File: src/rtl/global_pkg.sv
// Types shared across the DMA subsystem.
package global_pkg;

  typedef enum logic [1:0] {
    OWNER_NONE = 2'd0,
    OWNER_RX   = 2'd1,
    OWNER_TX   = 2'd2
  } owner_t;

endpackage

File: src/rtl/dma_arbiter.sv
// Round-robin arbiter that shares the CPU-granted system bus between the RX and TX
// DMA engines, with a per-grant hold watchdog and completed-transfer counters.
module dma_arbiter
  import global_pkg::*;
#(
  parameter int HOLD_MAX = 32
) (
  input  logic       Clk,
  input  logic       Rst_n,
  input  logic       Rx_En,
  input  logic       Tx_En,
  output logic       Rx_Ena,
  output logic       Tx_Ena,
  input  logic       Rx_Bus_req,
  input  logic       Tx_Bus_req,
  output logic       Rx_Bus_grant,
  output logic       Tx_Bus_grant,
  input  logic       Rx_Dma_End,
  input  logic       Tx_Dma_End,
  input  logic [7:0] Rx_Address,
  input  logic [7:0] Tx_Address,
  input  logic [7:0] Rx_Databus,
  input  logic [7:0] Tx_Databus,
  input  logic       Rx_Cs,
  input  logic       Rx_Wena,
  input  logic       Tx_Cs,
  input  logic       Tx_Oen,
  output logic [7:0] Address,
  output logic [7:0] Databus,
  output logic       Cs,
  output logic       Wena,
  output logic       Oen,
  output logic       Bus_req,
  input  logic       Bus_grant,
  output logic [7:0] Rx_Count,
  output logic [7:0] Tx_Count,
  output logic       Timeout
);

  typedef enum logic [1:0] {
    IDLE    = 2'd0,
    CPU_REQ = 2'd1,
    GRANT   = 2'd2,
    RELEASE = 2'd3
  } state_t;

  localparam logic [5:0] HOLD_LAST = 6'(HOLD_MAX - 1);

  state_t     state_q, state_d;
  owner_t     owner_q, owner_d;
  owner_t     last_served_q, last_served_d;
  logic [5:0] hold_q, hold_d;
  logic [7:0] rx_count_q, rx_count_d;
  logic [7:0] tx_count_q, tx_count_d;
  logic       suspended_q, suspended_d;

  logic own_rx, own_tx;
  logic rx_want, tx_want;
  logic own_want, own_en, own_end;
  logic timeout_c;

  always_comb begin
    state_d       = state_q;
    owner_d       = owner_q;
    last_served_d = last_served_q;
    hold_d        = hold_q;
    rx_count_d    = rx_count_q;
    tx_count_d    = tx_count_q;
    suspended_d   = suspended_q;
    timeout_c     = 1'b0;
    Bus_req       = 1'b0;
    Rx_Bus_grant  = 1'b0;
    Tx_Bus_grant  = 1'b0;
    Rx_Ena        = Rx_En;
    Tx_Ena        = Tx_En;
    Address       = '0;
    Databus       = '0;
    Cs            = 1'b0;
    Wena          = 1'b0;
    Oen           = 1'b0;

    own_rx   = (owner_q == OWNER_RX);
    own_tx   = (owner_q == OWNER_TX);
    rx_want  = Rx_En & Rx_Bus_req;
    tx_want  = Tx_En & Tx_Bus_req;
    own_want = (own_rx & rx_want) | (own_tx & tx_want);
    own_en   = (own_rx & Rx_En) | (own_tx & Tx_En);
    own_end  = (own_rx & Rx_Dma_End) | (own_tx & Tx_Dma_End);

    case (state_q)
      IDLE: begin
        if (rx_want && tx_want) begin
          owner_d = (last_served_q == OWNER_RX) ? OWNER_TX : OWNER_RX;
          state_d = CPU_REQ;
        end else if (rx_want) begin
          owner_d = OWNER_RX;
          state_d = CPU_REQ;
        end else if (tx_want) begin
          owner_d = OWNER_TX;
          state_d = CPU_REQ;
        end
      end

      CPU_REQ: begin
        Bus_req = 1'b1;
        // A suspended owner stays frozen until the CPU hands the bus back.
        if (suspended_q && !Bus_grant) begin
          if (own_rx) Rx_Ena = 1'b0;
          if (own_tx) Tx_Ena = 1'b0;
        end
        if (!own_want) begin
          state_d     = RELEASE;
          suspended_d = 1'b0;
        end else if (Bus_grant) begin
          state_d     = GRANT;
          hold_d      = '0;
          suspended_d = 1'b0;
        end
      end

      GRANT: begin
        Bus_req = 1'b1;
        if (!Bus_grant) begin
          if (own_rx) Rx_Ena = 1'b0;
          if (own_tx) Tx_Ena = 1'b0;
          state_d     = CPU_REQ;
          suspended_d = 1'b1;
        end else begin
          Rx_Bus_grant = own_rx;
          Tx_Bus_grant = own_tx;
          if (own_rx) begin
            Address = Rx_Address;
            Databus = Rx_Databus;
            Cs      = Rx_Cs;
            Wena    = Rx_Wena;
          end else if (own_tx) begin
            Address = Tx_Address;
            Databus = Tx_Databus;
            Cs      = Tx_Cs;
            Oen     = Tx_Oen;
          end
          // Enable loss ends the tenure silently; Dma_End beats the watchdog.
          if (!own_en) begin
            state_d       = RELEASE;
            last_served_d = owner_q;
          end else if (own_end) begin
            state_d       = RELEASE;
            last_served_d = owner_q;
            if (own_rx) rx_count_d = rx_count_q + 8'd1;
            if (own_tx) tx_count_d = tx_count_q + 8'd1;
          end else if (hold_q == HOLD_LAST) begin
            state_d       = RELEASE;
            last_served_d = owner_q;
            timeout_c     = 1'b1;
          end else begin
            hold_d = hold_q + 6'd1;
          end
        end
      end

      RELEASE: begin
        owner_d = OWNER_NONE;
        state_d = IDLE;
      end

      default: state_d = IDLE;
    endcase
  end

  assign Timeout  = timeout_c & Rst_n;
  assign Rx_Count = rx_count_q;
  assign Tx_Count = tx_count_q;

  always_ff @(posedge Clk) begin
    if (!Rst_n) begin
      state_q       <= IDLE;
      owner_q       <= OWNER_NONE;
      last_served_q <= OWNER_TX;
      hold_q        <= '0;
      rx_count_q    <= '0;
      tx_count_q    <= '0;
      suspended_q   <= 1'b0;
    end else begin
      state_q       <= state_d;
      owner_q       <= owner_d;
      last_served_q <= last_served_d;
      hold_q        <= hold_d;
      rx_count_q    <= rx_count_d;
      tx_count_q    <= tx_count_d;
      suspended_q   <= suspended_d;
    end
  end

endmodule

File: config.mk
export PLATFORM = sky130hd
export DESIGN_NAME = dma_arbiter
export DESIGN_NICKNAME = d
export VERILOG_FILES = /design/src/rtl/global_pkg.sv /design/src/rtl/dma_arbiter.sv
export SDC_FILE = /design/constraint.sdc
export NUM_CORES = 1
export LEC_CHECK = 0
export CORE_MARGIN = 3
export CORE_UTILIZATION = 42
export DETAILED_ROUTE_END_ITERATION = 8
export PLACE_DENSITY = 0.81
export REMOVE_ABC_BUFFERS = 1
export SKIP_LAST_GASP = 1
export SLEW_MARGIN = 10
export SYNTH_ARGS = -nofsm -noshare
export SYNTH_HDL_FRONTEND = slang
export SYNTH_SLANG_ARGS = --single-unit
File: constraint.sdc
create_clock -name Clk -period 2.16 [get_ports Clk]
set_input_delay 0.432 -clock Clk [delete_from_list [all_inputs] [get_ports Clk]]
set_output_delay 0.432 -clock Clk [all_outputs]
set_load 0.03 [all_outputs]
==> results of run 1 <==
-- state kept, by name, indices dropped and copies added, names as in the netlist --
register / count
state_q: 2
hold_q: 6
suspended_q: 1
Rx_Count: 8
Tx_Count: 8
last_served_q: 2
owner_q: 2
-- logic make-up (layout without fill, tap and decap cells) --
group	Yosys count	in the layout
AO/OA/AOI/OAI	48	48
multiplexers	4	4
XOR/XNOR	13	13
AND/OR/NAND/NOR	97	97
flip-flops	29	29
adder cells (fa/ha/maj)	7	7
buffers and inverters	17	118
-- layer usage --
metal  routed length, um  share of wire, %
met1                2140                40
met3                 491               9.2
met2                2640                49
met5                   0                 0
met4                  58               1.1
-- worst reg2reg max path: stages, from the launching register on --
cell and delay (ns):
dfxtp_2 0.32, inv_1 0.09, ha_2 0.24, and4b_2 0.29
buf_4 0.13, nand4_1 0.19, nor3_1 0.28, xor2_1 0.09
and2_1 0.16
-- repair_timing --
action                                  CTS  global route
pin swaps                                 1             2
resized for setup                         6             7
endpoints found under the setup margin   21            20
setup buffers                             1             1
-- metrics by stage --
| step | cells | util (%) | cell area (um2) |
|---|---|---|---|
| floorplan | 205 | - | 1820 |
| global placement | 357 | 68.1 | 2820 |
| detailed placement | 357 | 68.1 | 2820 |
| CTS | 365 | 70.6 | 2920 |
| global route | 366 | 71.3 | 2950 |
| finish | 366 | 71.3 | 2950 |
-- cell usage in the layout (no fill, tap or decap), drive strengths merged --
cell type,count
o211a,1
buf,43
o2bb2ai,1
dfxtp,29
and3,5
and3b,1
xnor2,7
clkdlybuf4s50,59
o221ai,1
nor3b,4
ha,7
nand2b,1
or3,1
inv,7
and4bb,2
nor3,5
mux2i,4
a31oi,1
o21ai,8
nor4,2
o211ai,3
a21boi,2
a22o,17
nor2b,10
nand4,10
a211oi,1
nand2,21
o22ai,3
xor2,6
clkbuf,7
nand3,7
dlygate4sd2,2
nor4b,1
a21oi,3
nor2,9
o2111ai,1
and2,14
o21a,5
and4b,4
o31a,1
-- report_power, final --
group / internal, mW / leakage [nW] / switching (mW)
Sequential: 0.570 / 0.236 / 0.0409
Clock: 0.252 / 0.0443 / 0.205
Combinational: 0.380 / 0.914 / 0.398
Total: 1.20 / 1.19 / 0.644
-- worst paths after layout --
| check | slack [ns] | depth (start not counted) | from | endpoint |
|---|---|---|---|---|
| max reg2reg | 0.28 | 8 | state_q[0] | Rx_Count[7] |
| max | 0.03 | 6 | state_q[0] | Databus[3] |
| min | 0.49 | 2 | last_served_q[1] | last_served_q[1] |
| min reg2reg | 0.49 | 2 | last_served_q[1] | last_served_q[1] |
-- area by class of cell --
type	instances	area, um2
clock buffers	7	86.3
fillers	340	1190
inverters	7	26.3
multi-input cells	169	1230
flip-flops and latches	29	584
well taps	50	62.6
repair buffers	104	960
==> flow_summary.yaml, run 1 <==
route:
  drtAntennaViolNets: 0
  routed_wl_um: 5330
  drt-initial-drc-count: 48
  vias_per_cell: 5.32
  routedWlPerCell_um: 14.6
  drc: 0
  vias: 1948
  drt-pass1-iter-count: 4
yosys:
  ys_types: 47
  synth_top_area_cell: "dfxtp_1"
  syn_area_um2: 1860
  synth_top_family_by_area: "simple AND/OR/NAND/NOR gates"
  synth_top_area_share_pct: 31.2
  ys_ff_latch: 29
  synth-adder-area-share_pct: 4.70
  synth_edf_count: 0
  syn_area_per_cell_um2: 8.66
  synth_most_common_cell: "dfxtp_1"
  synthFlopType: "dfxtp_1"
  synthXorXnorAreaFrac_pct: 6.12
  synth_compound_area_share_pct: 21.0
  yosys.area_share.simple_pct: 30.9
  yosys_warnings: 0
  ys_top_cells_by_count: "dfxtp_1 (29), nand2_1 (21), a22o_1 (17), and2_1 (13)"
  synth_cells: 215
  synth-async-reset-ratio_pct: 0
  seq_area_frac_synth_pct: 31.2
  ys_top_cells_by_area: "dfxtp_1 (31%), a22o_1 (8.0%), ha_1 (4.7%)"
  synthMuxAreaShare_pct: 2.15
global_route:
  first_global_vias: 1778
  groute.layer.met3.usage_pct: 5.65
  grt_start_max_net_pins: 37
  grt_first_pass_wirelength_um: 8330
  busiest_layer: "met2"
  use_met1_pct: 22.1
  antenna_found_initial: 0
  grtUsageMet2_pct: 36.3
  grt.total_usage_pct: 19.9
  grt_overflow_total: 0
sta:
  relSlewSlack_pct: 75.6
  setup_ws_ns: 0.0288
  fin_tns_setup_ns: 0
  worst_slew_pin_slew_ns: 0.365
  holdWs_ns: 0.489
  min_period_ns: 2.13
  hold_viol_final: 0
  max_freq_mhz: 469
  grt_setup_unrepaired: "yes"
  slew_viol_final: 0
  fin_crit_sh_pct: 98.7
  report.final.setup_viol: 0
  skew_ns: 0.00690
cts:
  numClockSinks: 29
  clock_path_buffers: 2
  hold_buffers: 0
  insertion_delay_ns: 0.28
  numCtsBuffers: 5
  htreeDepth: 2
  cts_root_buf: "clkbuf_8"
  cts_tree: "built"
  clkTransAtPathRegs_ns: 0.06
layout:
  num_antenna_cells: 0
  nets: 368
  syn_to_final_growth_pct: 58.7
  drive_gt1_share_pct: 20.9
setup_path:
  crit_chain: "inv_1 > ha_2 > and4b_2 > buf_12 > a22o_1 > buf_4"
  cpMaxStageDelayCell: "dfxtp_2"
  cp_max_fo: 19
  cpLargestDelayFamily: "buffers and inverters"
  critPathArrivalTime_ns: 1.70
  endpoint_kind: "primary output"
  worstPathRequired_ns: 1.73
  worstSetupStartpointType: "flip-flop"
  cp_slowest_stage_delay_ns: 0.33
  cp_num_buf_inv: 3
  crit_type: "flip-flop to primary output"
power_and_ir_drop:
  report.power.total_mw: 1.85
  leakagePower_nw: 1.19
  peakVddDrop_v: 0.000627
  p_per_area_nw_per_um2: 625
floorplanning:
  dieArea_um2: 5270
  start_util_pct: 44.9
  ios: 86
  die_h_um: 72.6
  core_area_um2: 4140
  die_w_um: 72.6
  rows: 23
run_status:
  outcome: "complete, no violations"
place:
  pre_cts_ws_ns: -0.00556
  gp_congestion: 0.801
  portBuffers: 85
  dpl.hpwl_um: 4160
job:
  drv_cap: 0
min_path:
  hp-class: "flip-flop to flip-flop"
Note: power is estimated with default switching activity, not from simulation.
==> run 2, diff against run 1 <==
Settings changed: CAP_MARGIN set to 20, SKIP_CTS_REPAIR_TIMING set to 1.
==> run 2 against run 1 <==
The flow now finishes with violations (negative setup slack). Core utilization fell by 0.39 points. Global-route usage fell by 0.34 points. Clock skew barely moved. Final cell count shrank 0.27%. Register-to-register slack got worse by 0.05 ns. Combinational power is 0.8% lower.
==> flow_summary.yaml, run 2 (synthesis gave the netlist of run 1 again) <==
run_status:
  outcome: "finished with violations"
  violations: "negative setup slack"
layout:
  num_antenna_cells: 0
  fillers: 341
  nets: 367
  layout_common_cells: "clkdlybuf4s50_1 (60), buf_4 (39), dfxtp_1 (27), nand2_1 (21), a22o_1 (17)"
  seq_area_um2: 586
  drive_gt1_share_pct: 19.7
  mostFrequentLayoutCell: "clkdlybuf4s50_1"
  multi_input_area_um2: 1220
  syn_to_final_growth_pct: 57.8
route:
  wl_met3_um: 512
  top_layer_used: "met4"
  wl_met1_um: 2110
  routed_wl_um: 5330
  drtAntennaViolNets: 0
  vias_per_cell: 5.34
  routedWlPerCell_um: 14.6
  dr_wl_met2_um: 2650
  drt-pass1-iter-count: 4
  vias: 1949
  drc: 0
  drt-initial-drc-count: 49
floorplanning:
  core_area_um2: 4140
  start_util_pct: 44.9
  dieArea_um2: 5270
  die_w_um: 72.6
  ios: 86
  die_h_um: 72.6
  rows: 23
setup_path:
  worstSetupStartpointType: "flip-flop"
  cp_max_fo: 19
  r2r-end: "Rx_Count[7]"
  r2r_slack_ns: 0.23
  critPathArrivalTime_ns: 1.75
  r2r-start: "state_q[0]"
  worstPathRequired_ns: 1.73
  cp-startpoint: "state_q[0]"
  endpoint_kind: "primary output"
  crit_type: "flip-flop to primary output"
  rr_worst_depth: 8
global_route:
  grt.total_usage_pct: 19.5
  antenna_found_initial: 0
  grt_first_pass_wirelength_um: 8180
  grt_overflow_total: 0
  grt_start_max_net_pins: 37
  first_global_vias: 1746
job:
  drv_cap: 0
cts:
  clock_path_buffers: 2
  numClockSinks: 29
  clkTransAtPathRegs_ns: 0.06
  numCtsBuffers: 5
  htreeDepth: 2
  insertion_delay_ns: 0.28
  cts_tree: "built"
  cts_root_buf: "clkbuf_8"
sta:
  fin_crit_sh_pct: 101
  min_period_ns: 2.18
  fin_tns_setup_ns: -0.122
  grt_setup_unrepaired: "yes"
  relSlewSlack_pct: 75.4
  slew_viol_final: 0
  worst_slew_pin_slew_ns: 0.368
  hold_viol_final: 0
  setup_ws_ns: -0.0189
  skew_ns: 0.00722
  report.final.setup_viol: 17
  max_freq_mhz: 459
place:
  dpl.hpwl_um: 4160
  portBuffers: 85
  gp_congestion: 0.801
min_path:
  hp-start: "last_served_q[1]"
  hp-class: "flip-flop to flip-flop"
  holdPathStages: 2
  hold_end: "last_served_q[1]"
power_and_ir_drop:
  peakVddDrop_v: 0.000629
  report.power.total_mw: 1.85
  leakagePower_nw: 1.20
  p_per_area_nw_per_um2: 629
-- run 2: critical path, cell delays in order, from the launching register on --
cell and delay [ns]:
dfxtp_4 0.36, inv_1 0.07, ha_2 0.22, and4b_2 0.25
buf_12 0.16, a22o_1 0.23, buf_4 0.17
-- run 2: layout make-up --
class	instances	share of cell area, %
Multi-Input combinational cell	169	41.5
Timing Repair Buffer	103	32.6
Sequential cell	29	19.9
Clock buffer	7	2.94
Tap cell	50	2.13
Inverter	7	0.894
-- run 2: where the power goes --
part           total (mW)  leakage, nW  switching (mW)  internal, mW
clock network       0.457       0.0443           0.205         0.252
logic               0.772        0.922           0.393         0.378
registers           0.620        0.235          0.0468         0.573
total                1.85         1.20           0.645          1.20
-- run 2: worst max-delay path by stage --
stage                 end  cells past startpoint
5_1_grt        Databus[2]                      6
3_3_place_gp      Timeout                      5
3_5_place_dp      Timeout                      5
6_report       Databus[3]                      6
2_1_floorplan     Timeout                      4
4_1_cts        Databus[3]                      6
-- run 2: per-stage QoR --
stage / cells / hold WS, ns / area [um2] / worst slack (ns) / util [%]
2_1_floorplan: 205 / 0.453 / 1820 / -0.293 / -
3_3_place_gp: 357 / 0.464 / 2820 / -0.0204 / 68.1
3_5_place_dp: 357 / 0.479 / 2820 / -0.00556 / 68.1
4_1_cts: 364 / 0.492 / 2910 / -0.177 / 70.2
5_1_grt: 365 / 0.511 / 2940 / -0.0693 / 70.9
6_report: 365 / 0.488 / 2940 / -0.0189 / 70.9
-- run 2: metal layers --
layer  up-vias  global-route usage [%]
li1        991                       -
met5         -                       0
met1       877                    21.8
met2        74                    35.5
met4         0                    6.15
met3         7                    5.65
